<file path="src/rtl/prime_cnt_pkg.sv">
// Shared types and constants for the prime-sequence counter.
package prime_cnt_pkg;

  typedef enum logic [1:0] {IDLE, ADVANCE, TEST} state_t;

  localparam int RESET_COUNT = 2;

  // Divisor width: trial divisors never exceed ceil(WIDTH/2)+1 bits.
  function automatic int div_width(input int width);
    return (width + 1) / 2 + 1;
  endfunction

endpackage

</file>
<file path="src/rtl/prime_cand_test.sv">
// Trial-division loop: one divisor per cycle until the candidate is decided.
module prime_cand_test
  import prime_cnt_pkg::*;
#(
  parameter int WIDTH = 4,
  parameter int DW    = div_width(WIDTH)
) (
  input  logic             clk,
  input  logic             rst,
  input  logic             start,
  input  logic [WIDTH-1:0] cand,
  output logic             busy,
  output logic             is_prime,
  output logic             is_composite
);

  localparam int PW = 2 * DW;

  logic [DW-1:0]    d;
  logic [PW-1:0]    sq;
  logic [PW-1:0]    cand_ext;
  logic [WIDTH-1:0] rem;
  logic             below_two;

  always_comb begin
    sq        = PW'(d) * PW'(d);
    cand_ext  = PW'(cand);
    rem       = cand % WIDTH'(d);
    below_two = cand < WIDTH'(2);
  end

  // Order matters: cand<2 first, then the d*d>cand exit, then divisibility.
  always_comb begin
    is_prime     = busy && !below_two && (sq > cand_ext);
    is_composite = busy && (below_two || ((sq <= cand_ext) && (rem == '0)));
  end

  always_ff @(posedge clk) begin
    if (rst) begin
      busy <= 1'b0;
      d    <= DW'(2);
    end else if (start) begin
      busy <= 1'b1;
      d    <= DW'(2);
    end else if (busy) begin
      if (is_prime || is_composite) busy <= 1'b0;
      else                          d    <= d + DW'(1);
    end
  end

endmodule

</file>
<file path="src/rtl/prime_seq_counter.sv">
// Prime-sequence counter with step/ready handshake; down counting enabled by PRIME_CNT_DOWN_EN.
module prime_seq_counter
  import prime_cnt_pkg::*;
#(
  parameter int WIDTH = 4
) (
  input  logic             clk,
  input  logic             rst,
  input  logic             step,
  input  logic             dir,
  output logic [WIDTH-1:0] count,
  output logic             ready,
  output logic             done,
  output logic             wrap
);

  localparam int             DW      = div_width(WIDTH);
  localparam logic [WIDTH-1:0] MAX_VAL = '1;
  localparam logic [WIDTH-1:0] RST_VAL = WIDTH'(RESET_COUNT);

  state_t           state, state_nx;
  logic [WIDTH-1:0] cand;
  logic             wrap_flag;
  logic             start;
  logic             is_prime, is_composite;
  logic             busy_unused;

`ifdef PRIME_CNT_DOWN_EN
  logic dir_q;
`else
  logic unused_dir;
  assign unused_dir = dir;
`endif

  always_ff @(posedge clk) begin
    if (rst) state <= IDLE;
    else     state <= state_nx;
  end

  always_comb begin
    state_nx = state;
    case (state)
      IDLE:    if (step) state_nx = ADVANCE;
      ADVANCE: state_nx = TEST;
      TEST: begin
        if (is_prime)          state_nx = IDLE;
        else if (is_composite) state_nx = ADVANCE;
      end
      default: state_nx = IDLE;
    endcase
  end

  always_comb begin
    ready = (state == IDLE);
    start = (state == ADVANCE);
  end

  // cand is seeded from count on accept, so ADVANCE always steps from cand.
  always_ff @(posedge clk) begin
    if (rst) begin
      count     <= RST_VAL;
      cand      <= RST_VAL;
      wrap_flag <= 1'b0;
      done      <= 1'b0;
      wrap      <= 1'b0;
`ifdef PRIME_CNT_DOWN_EN
      dir_q     <= 1'b0;
`endif
    end else begin
      done <= 1'b0;
      wrap <= 1'b0;
      case (state)
        IDLE: if (step) begin
          cand      <= count;
          wrap_flag <= 1'b0;
`ifdef PRIME_CNT_DOWN_EN
          dir_q     <= dir;
`endif
        end
        ADVANCE: begin
`ifdef PRIME_CNT_DOWN_EN
          if (dir_q) begin
            if (cand == RST_VAL) begin
              cand      <= MAX_VAL;
              wrap_flag <= 1'b1;
            end else begin
              cand <= cand - WIDTH'(1);
            end
          end else
`endif
          if (cand == MAX_VAL) begin
            cand      <= RST_VAL;
            wrap_flag <= 1'b1;
          end else begin
            cand <= cand + WIDTH'(1);
          end
        end
        TEST: if (is_prime) begin
          count     <= cand;
          done      <= 1'b1;
          wrap      <= wrap_flag;
          wrap_flag <= 1'b0;
        end
        default: ;
      endcase
    end
  end

  prime_cand_test #(.WIDTH(WIDTH), .DW(DW)) u_test (
    .clk          (clk),
    .rst          (rst),
    .start        (start),
    .cand         (cand),
    .busy         (busy_unused),
    .is_prime     (is_prime),
    .is_composite (is_composite)
  );

endmodule

</file>
<file path="config.mk">
export PLATFORM = sky130hd
export DESIGN_NAME = prime_seq_counter
export DESIGN_NICKNAME = d
export VERILOG_FILES = /design/src/rtl/prime_cnt_pkg.sv /design/src/rtl/prime_cand_test.sv /design/src/rtl/prime_seq_counter.sv
export SDC_FILE = /design/constraint.sdc
export NUM_CORES = 1
export LEC_CHECK = 0
export ABC_AREA = 1
export BUFFER_PORTS_ARGS = -buffer_cell sky130_fd_sc_hd__buf_4
export CAP_MARGIN = 20
export CORE_MARGIN = 5
export CORE_UTILIZATION = 55
export DETAILED_ROUTE_END_ITERATION = 8
export GPL_TIMING_DRIVEN = 0
export PLACE_DENSITY = 0.74
export SYNTH_ARGS = -nofsm -noshare
export SYNTH_HDL_FRONTEND = slang
export SYNTH_SLANG_ARGS = --single-unit
</file>
<file path="constraint.sdc">
create_clock -name clk -period 4.5 [get_ports clk]
set_clock_uncertainty 0.1 [all_clocks]
set_input_delay 0.9 -clock clk [delete_from_list [all_inputs] [get_ports clk]]
set_output_delay 0.9 -clock clk [all_outputs]
set_load 0.03 [all_outputs]
</file>
Word-level counts from Yosys, hierarchy flattened
Cells that the tools add are included.
{ "word_totals": {"register_bits": 17, "input_bits": 4, "out_inout_bits": 7, "word_cells": 59} }
{ "classes": {"addsub": 2, "mul": 1, "n_div": 1, "magnitude_cmp": 3, "n_eq_ne": 7, "muxes": 15, "n_bitwise": 3, "n_reduce_logical": 19} }
{ "ops": {"columns": ["op", "count"], "rows": [
  ["4-bit 2-to-1 mux", 2],
  ["4-bit case mux with 2 select lines", 1],
  ["2-bit AND reduction", 4],
  ["1-bit 2-to-1 mux", 7],
  ["6-bit by 4-bit > comparator with 1-bit output", 1],
  ["6-bit by 4-bit <= comparator with 1-bit output", 1],
  ["3-bit by 3-bit multiplier with 6-bit output", 1],
  ["2-bit 2-to-1 mux", 3],
  ["2-bit case mux with 3 select lines", 1],
  ["4-bit by 1-bit adder with 4-bit output (second input constant)", 1],
  ["4-bit equality test (second input constant)", 1],
  ["1-bit logical AND", 4],
  ["4-bit logical NOT", 1],
  ["4-bit by 2-bit less-than comparator with 1-bit output (second input constant)", 1],
  ["4-bit by 3-bit modulo with 4-bit output", 1],
  ["2-bit by 1-bit inequality test with 1-bit output (second input constant)", 2],
  ["4-bit AND reduction", 1],
  ["2-bit OR reduction", 2],
  ["3-bit by 1-bit adder with 3-bit output (second input constant)", 1],
  ["3-bit by 1-bit inequality test with 1-bit output (second input constant)", 1],
  ["1-bit inverter", 3],
  ["1-bit case mux with 3 select lines", 1],
  ["3-bit nonzero test", 1],
  ["3-bit OR reduction", 1],
  ["7 further kinds", 8]
]} }

Depth between registers and ports, before layout
Gate-level depths: netlist of the first run.
{ "logic_depth": {"ltp_word": 9, "depth_mapped": 32, "ltp_nobuf": 32} }

Modules after synthesis
Synthesis of the first run repeated with hierarchy kept, for this count alone.
{ "hier_totals": {"hier_cells": 216, "area_unflattened_um2": 1472.7} }
{ "by_module_without_submodules": {"columns": ["mod", "n_inst", "cells_per_inst", "area_per_inst_um2"], "rows": [
  ["prime_cand_test", 1, 139, 877.1],
  ["prime_seq_counter", 1, 77, 595.6]
]} }

Worst setup path before layout of the first run
No wires, ideal clock.
{ "synth_path": {"kind": "flip-flop to flip-flop", "start": "register u_test.d[0]", "end": "register u_test.d[1]", "setup_time_ns": 0.123, "arrival_time_ns": 3.753, "path_slack_ns": 0.525, "stages_incl_launch_ff": 29, "path_buffers": 0, "cell_sequence": "dfxtp_1 -> inv_1 -> ha_1 -> nand3_2 -> nand2_2 -> inv_1 -> ha_1 -> nand2_1 -> nand3_1 -> nand2_2 -> nand2_1 -> nand2_1 -> ha_1 -> nand2_2 -> nand2_1 -> nand2_1 -> nand2_1 -> nor2_2 -> nand3_2 -> nand2_2 -> inv_1 -> ha_1 -> or2_2 -> a21oi_1 -> nand3_2 -> nand3_1 -> nand2_2 -> nand3_1 -> nand3_1"} }
{ "synth_via": {"elab_chain_len": 8, "word_cells_on_any_way": 13} }
{ "synth_lines": {"columns": ["element", "line", "text"], "rows": [
  ["from (decl)", "prime_cand_test.sv:19", "logic [DW-1:0] d;"],
  ["from (signal assigned)", "prime_cand_test.sv:47", "else d <= d + DW'(1);"],
  ["4-bit by 3-bit modulo with 4-bit output / 3-bit by 3-bit multiplier with 6-bit output (equally long branches)", "prime_cand_test.sv:28, prime_cand_test.sv:26", null],
  ["4-bit logical NOT / 6-bit by 4-bit <= comparator with 1-bit output (equally long branches)", "prime_cand_test.sv:35", "is_composite = busy && (below_two || ((sq <= cand_ext) && (rem == '0)));"],
  ["1-bit logical AND", "prime_cand_test.sv:35", null],
  ["1-bit logical OR", "prime_cand_test.sv:35", null],
  ["1-bit logical AND", "prime_cand_test.sv:35", null],
  ["1-bit logical OR", "prime_cand_test.sv:46", "if (is_prime || is_composite) busy <= 1'b0;"],
  ["1-bit inverter (no line)", null, null],
  ["2-bit AND reduction (no line)", null, null]
]} }
Several ways; a longest one is shown, not always the timed one.
A chain may end at the register's enable or synchronous reset.

Worst setup path after layout of the first run
Ends and elaborated chain as after synthesis.

==> metrics.txt, run 1 <==
row count=18; flop2flop setup slack=0.29 ns; Leakage=0.807 nW; CP Launch Type=register; DIE AREA=3760 um^2; Synth Cell Area=1450 um^2; setup violators final=0; Crit Path Max Fanout=6; Crit path top cell by count=nand2_1; share of layout cells above drive strength 1=21.4%; Routed Antenna Nets=0; Rel. slew slack=73.5%; Synth area leaders=dfxtp_1 23%, ha_1 16%, nand2_1 9.6%; Overflow after GRT=0; routed len/inst=13.1 um; Clock Pin Slew Worst Setup and Hold Paths=0.10 ns; Port Buffers=8; filler cell count=237; hold slack=0.378 ns; Worst Reg2Reg Path Length in Cells=28; worst endpoint required time=4.59 ns; cell count after synthesis=203; Synth warnings=0; min-delay src=wrap_flag; slew at the pin with the worst max-slew slack=0.397 ns; DRT iter0 DRCs=48; Clock Sinks=17; fin crit share=93.6%; final estimated routing congestion in global placement=about 0.85; Critical Path Source=u_test.d[0]; slowest stage delay, CP=0.40 ns; DP HPWL=2.53 mm; Post-Route Setup TNS=0 ns; Num CTS Buffers=3; Final Hold Fails=0; synth-to-layout area growth=10.2%; register bit count reported by yosys=17; Avg Cell Area, Syn=7.14 um^2; MaxCap Viol Count=0; post-synth top area cell=dfxtp_1; hold depth=2; area share of the largest cell type after synthesis=23.5%; Final Critical Period=around 4.2 ns; post-synthesis sequential area ratio=23.5%; Cell Pwr Density=approximately 450 nW/um^2; Peak Freq=237 MHz; DR DRC count=0; number of global-route vias before repair=about 1,300; Root Driver=clkbuf_4; Setup Crit Path Kind=reg -> reg; die width=61.4 um; Slew Viols, Final=0; syn_nets=226; capturing point of the worst reg2reg path=u_test.d[1]; via count=1,347; pin count of the biggest net entering global routing=10; global-route wire length before repair=5.50 mm; # nets final=239; H-tree depth=1; worst skew pair latency=0.29 ns; core area=2500 um^2; CTS resizes=1; die height=61.4 um; VDD IR max=0.319 mV; n_diodes=0; CTS max path bufs=2; final WL=~3.2 mm; CTS tree=yes; CP max-delay cell=dfxtp_4; postcts setup bufs=0; r2r startpoint=u_test.d[0]; Total GRT Usage=about a fifth; number of vias per cell=5.50; Critical Path AT=4.30 ns; Starting Density=58.0%; hold buffers post-CTS=0; WHS Endpoint=wrap_flag; outcome=complete, no violations; initial antenna violation count=0; Hold WC Path Type=reg -> reg; RSZ-0062 raised after global routing=no; First-pass DRT Iterations=4; Yosys cell types=27; crit end category=register; IO Pins=11
-- kinds of logic after synthesis --
family                   count (synthesis)  share of synthesized area (%)
AO/OA/AOI/OAI                           34                           13.7
XOR/XNOR                                 3                           1.81
adder cells (fa/ha/maj)                 19                           16.9
buffers and inverters                   32                           8.28
flip-flops                              17                           23.5
AND/OR/NAND/NOR                         98                           35.8
-- area by class of cell --
| cell class | instances | area, um^2 | area share (%) |
|---|---|---|---|
| sequential | 17 | 344 | 21.5 |
| timing repair buffer | 8 | 60.1 | 3.76 |
| inverter | 31 | 116 | 7.28 |
| buffer | 1 | 3.75 | 0.235 |
| multi-input combinational | 154 | 1010 | 63.2 |
| tap | 30 | 37.5 | 2.35 |
| clock buffer | 4 | 26.3 | 1.64 |
-- sequential cells by signal, summed over array words and instances (netlist names) --
signal and cells:
u_test.busy 1, done 1, u_test.d 3, cand 4, state 2, count 4, wrap 1, wrap_flag 1
-- worst max path at each step --
stage,to,slack (ns),cells past startpoint
6_report,u_test.d[1],0.29,28
5_1_grt,u_test.d[1],0.01,28
4_1_cts,u_test.d[1],0.08,28
3_5_place_dp,u_test.d[1],0.0004,28
3_3_place_gp,u_test.d[1],0.13,28
2_1_floorplan,u_test.d[1],0.52,28
-- metal layers --
layer	vias up	global-route usage (%)	wire length [um]
met1	628	25.6	1570
met4	0	4.24	34
met3	4	4.40	102
li1	697	-	-
met2	18	31.9	1500
met5	-	0	0
-- through the flow --
stage	instances	instance area, um^2	util, %	total power, mW	setup WS (ns)
floorplan	203	1450	-	0.537	0.525
global placement	241	1550	61.9	0.600	0.134
detailed placement	241	1550	61.9	0.616	0.000366
CTS	245	1580	63.0	0.701	0.0788
global route	245	1600	63.9	0.795	0.0109
finish	245	1600	63.9	0.713	0.289
-- Yosys cell counts (all sizes together) --
| master | n |
|---|---|
| a21oi | 15 |
| a221oi | 2 |
| a22oi | 1 |
| and2 | 1 |
| clkbuf | 1 |
| dfxtp | 17 |
| fa | 1 |
| ha | 18 |
| inv | 31 |
| nand2 | 49 |
| nand3 | 26 |
| nand4 | 5 |
| nor2 | 13 |
| nor3 | 1 |
| nor3b | 2 |
| o211ai | 2 |
| o21ai | 12 |
| o221ai | 1 |
| o31ai | 1 |
| or2 | 1 |
| xor2 | 3 |
-- worst max-delay path: cells and delay by family (launching register included) --
kind                       cells  cell delay, ns
AOI/OAI and AO/OA              1            0.17
DFF                            1            0.40
buffers and inverters          3            0.18
and+or+nand+nor               20            2.03
adders and majority gates      4            1.23
-- power breakdown --
group / internal (mW) / total [mW] / switching, mW
Clock: 0.0345 / 0.0824 / 0.0479
Sequential: 0.165 / 0.185 / 0.0205
Combinational: 0.168 / 0.445 / 0.277
-- cell usage in the layout, fill, tap and decap left out, types with 2 or more instances in the layout --
cell type	count
inv_1	28
o21ai_0	10
nand2_2	12
nand3_1	15
inv_2	3
nor2_1	11
nand3_2	11
clkbuf_1	2
a21oi_1	13
a221oi_1	2
dfxtp_1	16
nand2_1	37
nand4_1	5
clkbuf_4	3
nor3b_1	2
a21oi_2	2
ha_1	16
o211ai_1	2
xor2_1	3
buf_4	8
o21ai_1	2
(Power assumes the default switching activity.)
==> inputs of run 2 (changes only) <==
--- a/config.mk
+++ b/config.mk
@@ -5,7 +5,7 @@
 export SDC_FILE = /design/constraint.sdc
 export NUM_CORES = 1
 export LEC_CHECK = 0
-export ABC_AREA = 1
+export ABC_CLOCK_PERIOD_IN_PS = 4500
 export BUFFER_PORTS_ARGS = -buffer_cell sky130_fd_sc_hd__buf_4
 export CAP_MARGIN = 20
 export CORE_MARGIN = 5
==> metrics.txt, run 2 <==
Root Driver=clkbuf_4; dpl ws=-0.564 ns (-0.564 ns); Slew Viols, Final=0 (unchanged); share of layout cells above drive strength 1=29.2% (+7.8 points); die width=60.7 um (-0.99%); CTS tree=yes; Synth area leaders=dfxtp_1 24%, ha_1 16%, mux2i_1 5.7%; global-route wire length before repair=6.47 mm (+18%); post-route setup slack=-0.0346 ns (-0.323 ns); Leakage=0.701 nW (-13%); Avg Cell Area, Syn=8.38 um^2 (+17%); CTS max path bufs=2 (unchanged); Clock Pin Slew Worst Setup and Hold Paths=0.10 ns (about the same); Yosys cell types=50 (+85%); post-synth top area cell=dfxtp_1; worst skew pair latency=0.30 ns (about the same); Synth warnings=0 (unchanged); crit end category=register; Peak Freq=221 MHz (-7.1%); initial antenna violation count=0 (unchanged); synth-to-layout area growth=30.5%; finished layout cell area=1850 um^2 (+16%); Hold WC Path Type=reg -> reg; fin crit share=101% (+7.2 points); Post-Place Cell Area=1530 um^2 (-0.89%); Post-Route Setup TNS=-0.0690 ns (-0.0690 ns); Clock Sinks=17 (unchanged); # nets final=216 (-9.6%); DRT iter0 DRCs=72 (+50%); Total GRT Usage=23.2% (+3.9 points); number of global-route vias before repair=1,377 (+6.0%); slew at the pin with the worst max-slew slack=0.496 ns (+0.0987 ns); core area=2480 um^2 (-0.90%); row count=18 (unchanged); most frequent cells after synthesis=18 x ha_1, 17 x dfxtp_1, 16 x nor2_1; most frequent cells in the layout=19 x buf_4, 16 x nor2_1, 15 x nand2_1; pin count of the biggest net entering global routing=11 (+1); flop2flop setup slack=-0.03 ns (-0.32 ns); Crit Path Max Fanout=5 (-1); post-synthesis sequential area ratio=24.0% (+0.56 points); Largest regs=cand: 4 flops, count: 4 flops, u_test.d: 3 flops; most frequent cell after synthesis=ha_1; MaxCap Viol Count=0 (unchanged); Starting Density=57.2% (-0.84 points); Cell Pwr Density=275 nW/um^2 (-38%); Setup Crit Path Kind=reg -> reg; register bit count reported by yosys=17 (unchanged); CP Launch Type=register; Num CTS Buffers=3 (unchanged); filler cell count=181 (-24%); die height=60.7 um (-0.99%); Synth Cell Area=1420 um^2 (-2.3%); final estimated routing congestion in global placement=0.901 (+6.2%); IO Pins=11 (unchanged); outcome=complete, but fails checks; Layout Utilization=74.6% (+11 points); First-pass DRT Iterations=4 (unchanged); VDD IR max=0.255 mV (-20%); DIE AREA=3690 um^2 (-2.0%); routed len/inst=18.2 um (+39%); Overflow after GRT=0 (unchanged); DP HPWL=2.61 mm (+3.5%); hold buffers post-CTS=0 (unchanged); Final Hold Fails=0 (unchanged); Critical Path AT=4.66 ns (+0.36 ns); ys flop type=dfxtp_1; Final Critical Period=4.53 ns (+0.323 ns); n_diodes=0 (unchanged); area share of the largest cell type after synthesis=24.0% (+0.56 points); RSZ-0062 raised after global routing=yes; setup violators final=2 (+2); final WL=4.05 mm (+26%); H-tree depth=1 (unchanged); Port Buffers=9 (+1); number of vias per cell=6.44 (+17%); cell count after synthesis=169 (-17%); number of synthesized flops with an enable pin=0 (unchanged); ys async rst share=0% (unchanged); most common cell after layout, fill and taps aside=buf_4; hold slack=0.360 ns (-0.0175 ns); via count=1,430 (+6.2%); Routed Antenna Nets=0 (unchanged); Rel. slew slack=66.9% (-6.6 points); DR DRC count=0 (unchanged); syn_nets=192 (-15%); worst endpoint required time=4.62 ns (+0.03 ns); failing checks=negative setup slack
[run 2: final timing paths]
kind               startpoint          end  cells after the start
setup / recovery  u_test.d[0]  u_test.d[0]                     19
hold / removal      wrap_flag         wrap                      1
setup reg to reg  u_test.d[0]  u_test.d[0]                     19
hold reg to reg     wrap_flag         wrap                      1
[run 2: power breakdown]
group	switching, mW	internal, mW
Sequential	0.0123	0.158
Combinational	0.144	0.112
Clock	0.0491	0.0331
Total	0.205	0.303
[run 2: layout make-up]
type	count	area, um^2	area share (%)
inverter	13	51.3	2.78
multi-input combinational	135	1220	65.8
sequential	17	350	19.0
tap	30	37.5	2.03
clock inverter	1	5.00	0.271
buffer	4	18.8	1.02
timing repair buffer	19	146	7.92
clock buffer	3	22.5	1.22
[run 2: logic make-up after synthesis]
group / share of synthesized area, %
xor+xnor: 1.24
buf+inv: 4.77
simple gates: 21.5
flops: 24.0
compound gates: 25.5
mux: 5.65
fa+ha+maj: 17.3
[run 2: repair_timing]
item | 4_1_cts | 5_1_grt
resized for setup | 27 | 11
endpoints found under the setup margin | 6 | 6
pin swaps | 7 | 9
setup buffers | 7 | 3
[run 2: through the flow]
stage,power [mW],cells
after floorplan,0.320,169
after global placement,0.353,208
after detailed placement,0.361,208
after CTS,0.483,219
after global routing,0.546,222
final,0.508,222
[run 2: layer usage]
| metal | vias to the layer above | GRT usage, % | routed length (um) |
|---|---|---|---|
| met2 | 67 | 37.1 | 1930 |
| met5 | - | 0 | 0 |
| li1 | 668 | - | - |
| met3 | 14 | 6.17 | 284 |
| met4 | 0 | 5.57 | 98 |
| met1 | 681 | 31.1 | 1740 |
[run 2: critical path: stages (launching register included)]
cell and delay [ns]:
dfxtp_4 0.37, inv_4 0.06, ha_4 0.11, or3b_4 0.38
a32oi_4 0.22, ha_4 0.27, a211oi_4 0.25, o32ai_4 0.14
ha_4 0.31, buf_6 0.09, nand4b_1 0.12, o211ai_1 0.18
mux2i_1 0.28, inv_1 0.10, ha_4 0.30, o21a_1 0.16
nor4_2 0.06, or4b_4 0.53, o32ai_4 0.21, mux2i_1 0.22
==> inputs of run 3 (changes only) <==
--- a/config.mk
+++ b/config.mk
@@ -10,8 +10,10 @@
 export CAP_MARGIN = 20
 export CORE_MARGIN = 5
 export CORE_UTILIZATION = 55
+export CTS_CLUSTER_DIAMETER = 60
 export DETAILED_ROUTE_END_ITERATION = 8
 export GPL_TIMING_DRIVEN = 0
+export MAX_ROUTING_LAYER = met4
 export PLACE_DENSITY = 0.74
 export SYNTH_ARGS = -nofsm -noshare
 export SYNTH_HDL_FRONTEND = slang
==> metrics.txt, run 3 (synthesis gave the netlist of run 2 again) <==
outcome=complete, but fails checks; failing checks=negative setup slack; CP Launch Type=register; Total GRT Usage=23.9% (+0.68 points); Layout Utilization=74.6% (unchanged); Clock power frac=16.7% (+0.5 points); CTS tree=yes; setup violators final=2 (unchanged); hold slack=0.361 ns (+0.00108 ns); post-route setup slack=-0.0286 ns (+0.00596 ns); H-tree depth=1 (unchanged); n_diodes=0 (unchanged); Root Driver=clkbuf_4; Cell Pwr Density=276 nW/um^2 (+0.56%); GR Layer Usage met3=6.17% (unchanged); global-route wire length before repair=6.47 mm (unchanged); dpl ws=-0.564 ns (unchanged); flop2flop setup slack=-0.03 ns (about the same); slowest stage delay, CP=0.53 ns (about the same); footprint of the multi-input gates=1220 um^2 (unchanged); via count=1,436 (+0.42%); capturing point of the worst reg2reg path=u_test.d[0]; core area=2480 um^2 (unchanged); Slew Viols, Final=0 (unchanged); grt met2 use=37.1% (unchanged); finished layout cell area=1850 um^2 (unchanged); Routed Antenna Nets=0 (unchanged); Clock Sinks=17 (unchanged); worst skew pair latency=0.31 ns (about the same); Final Total Pwr=511 uW (+0.56%); DP HPWL=2.61 mm (unchanged); CP max-delay cell=or4b_4; Post-Route Setup TNS=-0.0571 ns (+0.0119 ns); Overflow after GRT=0 (unchanged); Sw Ratio=40.6% (+0.29 points); placed instance count=208 (unchanged); row count=18 (unchanged); crit end category=register; # nets final=216 (unchanged); Port Buffers=9 (unchanged); Register Area=350 um^2 (unchanged); DR DRC count=0 (unchanged); DRT iter0 DRCs=80 (+11%); pin count of the biggest net entering global routing=11 (unchanged); most common cell after layout, fill and taps aside=buf_4; Combinational Power Share=50.1% (-0.2 points); Final Critical Period=4.53 ns (-0.00596 ns); hold depth=1 (unchanged); final WL=4.06 mm (+0.25%); sequential power share=33.3% (-0.2 points); Rel. slew slack=67.8% (+0.81 points); Post-Place Cell Area=1530 um^2 (unchanged); VDD IR max=0.260 mV (+1.8%); DIE AREA=3690 um^2 (unchanged); final estimated routing congestion in global placement=0.917 (+1.7%); synth-to-layout area growth=30.5% (unchanged); die width=60.7 um (unchanged); WHS Endpoint=wrap; Largest regs=cand: 4 flops, count: 4 flops, u_test.d: 3 flops; Final Hold Fails=0 (unchanged); IO Pins=11 (unchanged); Peak Freq=221 MHz (+0.13%); r2r startpoint=u_test.d[0]; Worst Reg2Reg Path Length in Cells=20 (+1); Leakage=0.701 nW (unchanged); Num CTS Buffers=3 (unchanged); filler cell count=181 (unchanged); Internal=303 uW (about the same); Cell Chain, Critical Path=inv_4 > ha_4 > or3b_4 > a32oi_4 > ha_4 > o21a_4 > nor4b_4 > a21o_1 > ha_4 > nand4b_1 > o211ai_1 > o2bb2ai_2 > inv_2 > ha_4 > nor2b_4 > o21a_1 > nor4_2 > or4b_4 > o32ai_4 > mux2i_1; Final Non-Filler Cells=222 (unchanged); worst endpoint required time=4.63 ns (about the same); MaxCap Viol Count=0 (unchanged); Starting Density=57.2% (unchanged); Critical Path AT=4.66 ns (about the same); most frequent cells in the layout=19 x buf_4, 16 x nor2_1, 15 x nand2_1; Hold WC Path Type=reg -> reg; fin crit share=101% (-0.13 points); CTS max path bufs=2 (unchanged); routed len/inst=18.3 um (+0.25%); Crit Path Max Fanout=4 (-1); initial antenna violation count=0 (unchanged); Crit path top cell by count=ha_4; Clock Pin Slew Worst Setup and Hold Paths=0.10 ns (about the same); P_sw=208 uW (+1.3%); First-pass DRT Iterations=4 (unchanged); number of vias per cell=6.47 (+0.42%); die height=60.7 um (unchanged); number of global-route vias before repair=1,377 (unchanged); M1 GR Usage=31.0% (-0.13 points); Setup Crit Path Kind=reg -> reg; RSZ-0062 raised after global routing=yes; share of layout cells above drive strength 1=29.2% (unchanged); min-delay src=wrap_flag; slew at the pin with the worst max-slew slack=0.484 ns (-0.0122 ns); GR peak layer=met2
run 3: worst max-delay path, delay by kind of cell (launching register included):
| kind | cells | cell delay, ns |
|---|---|---|
| flops | 1 | 0.37 |
| compound gates | 7 | 1.30 |
| buf+inv | 2 | 0.14 |
| mux | 1 | 0.22 |
| simple gates | 6 | 1.44 |
| fa+ha+maj | 4 | 0.88 |
run 3: repair_timing:
action	in CTS	in global routing
gates resized for setup	27	11
hold buffers	0	0
hold endpoints to repair	0	0
endpoints found under the setup margin	6	6
pin swaps	7	9
buffers inserted	7	3
run 3: area by class of cell:
| type | count | share of cell area [%] |
|---|---|---|
| Buffer | 4 | 1.02 |
| Clock buffer | 3 | 1.22 |
| Clock inverter | 1 | 0.271 |
| Inverter | 13 | 2.78 |
| Multi-Input combinational cell | 135 | 65.8 |
| Sequential cell | 17 | 19.0 |
| Tap cell | 30 | 2.03 |
| Timing Repair Buffer | 19 | 7.92 |
run 3: how the worst max path moves through the flow:
| stage | from | end | slack, ns |
|---|---|---|---|
| 4_1_cts | u_test.d[0] | u_test.d[0] | -0.01 |
| 5_1_grt | u_test.d[0] | u_test.d[1] | -0.24 |
| 6_report | u_test.d[0] | u_test.d[0] | -0.03 |
| 3_5_place_dp | u_test.d[0] | u_test.d[0] | -0.56 |
| 2_1_floorplan | u_test.d[0] | u_test.d[0] | 0.04 |
| 3_3_place_gp | u_test.d[0] | u_test.d[0] | -0.30 |
run 3: per-layer routing:
layer  share of wire [%]  wire [um]
met4                 2.0         82
met2                  48       1950
met5                   0          0
met3                 7.9        320
met1                  42       1700
run 3: power groups by stage:
stage / logic (mW) / registers (mW) / clock network, mW
final: 0.256 / 0.170 / 0.0852
after global placement: 0.180 / 0.173 / 0
after detailed placement: 0.188 / 0.173 / 0
after global routing: 0.280 / 0.171 / 0.0946
after floorplan: 0.150 / 0.170 / 0
after CTS: 0.229 / 0.169 / 0.0855
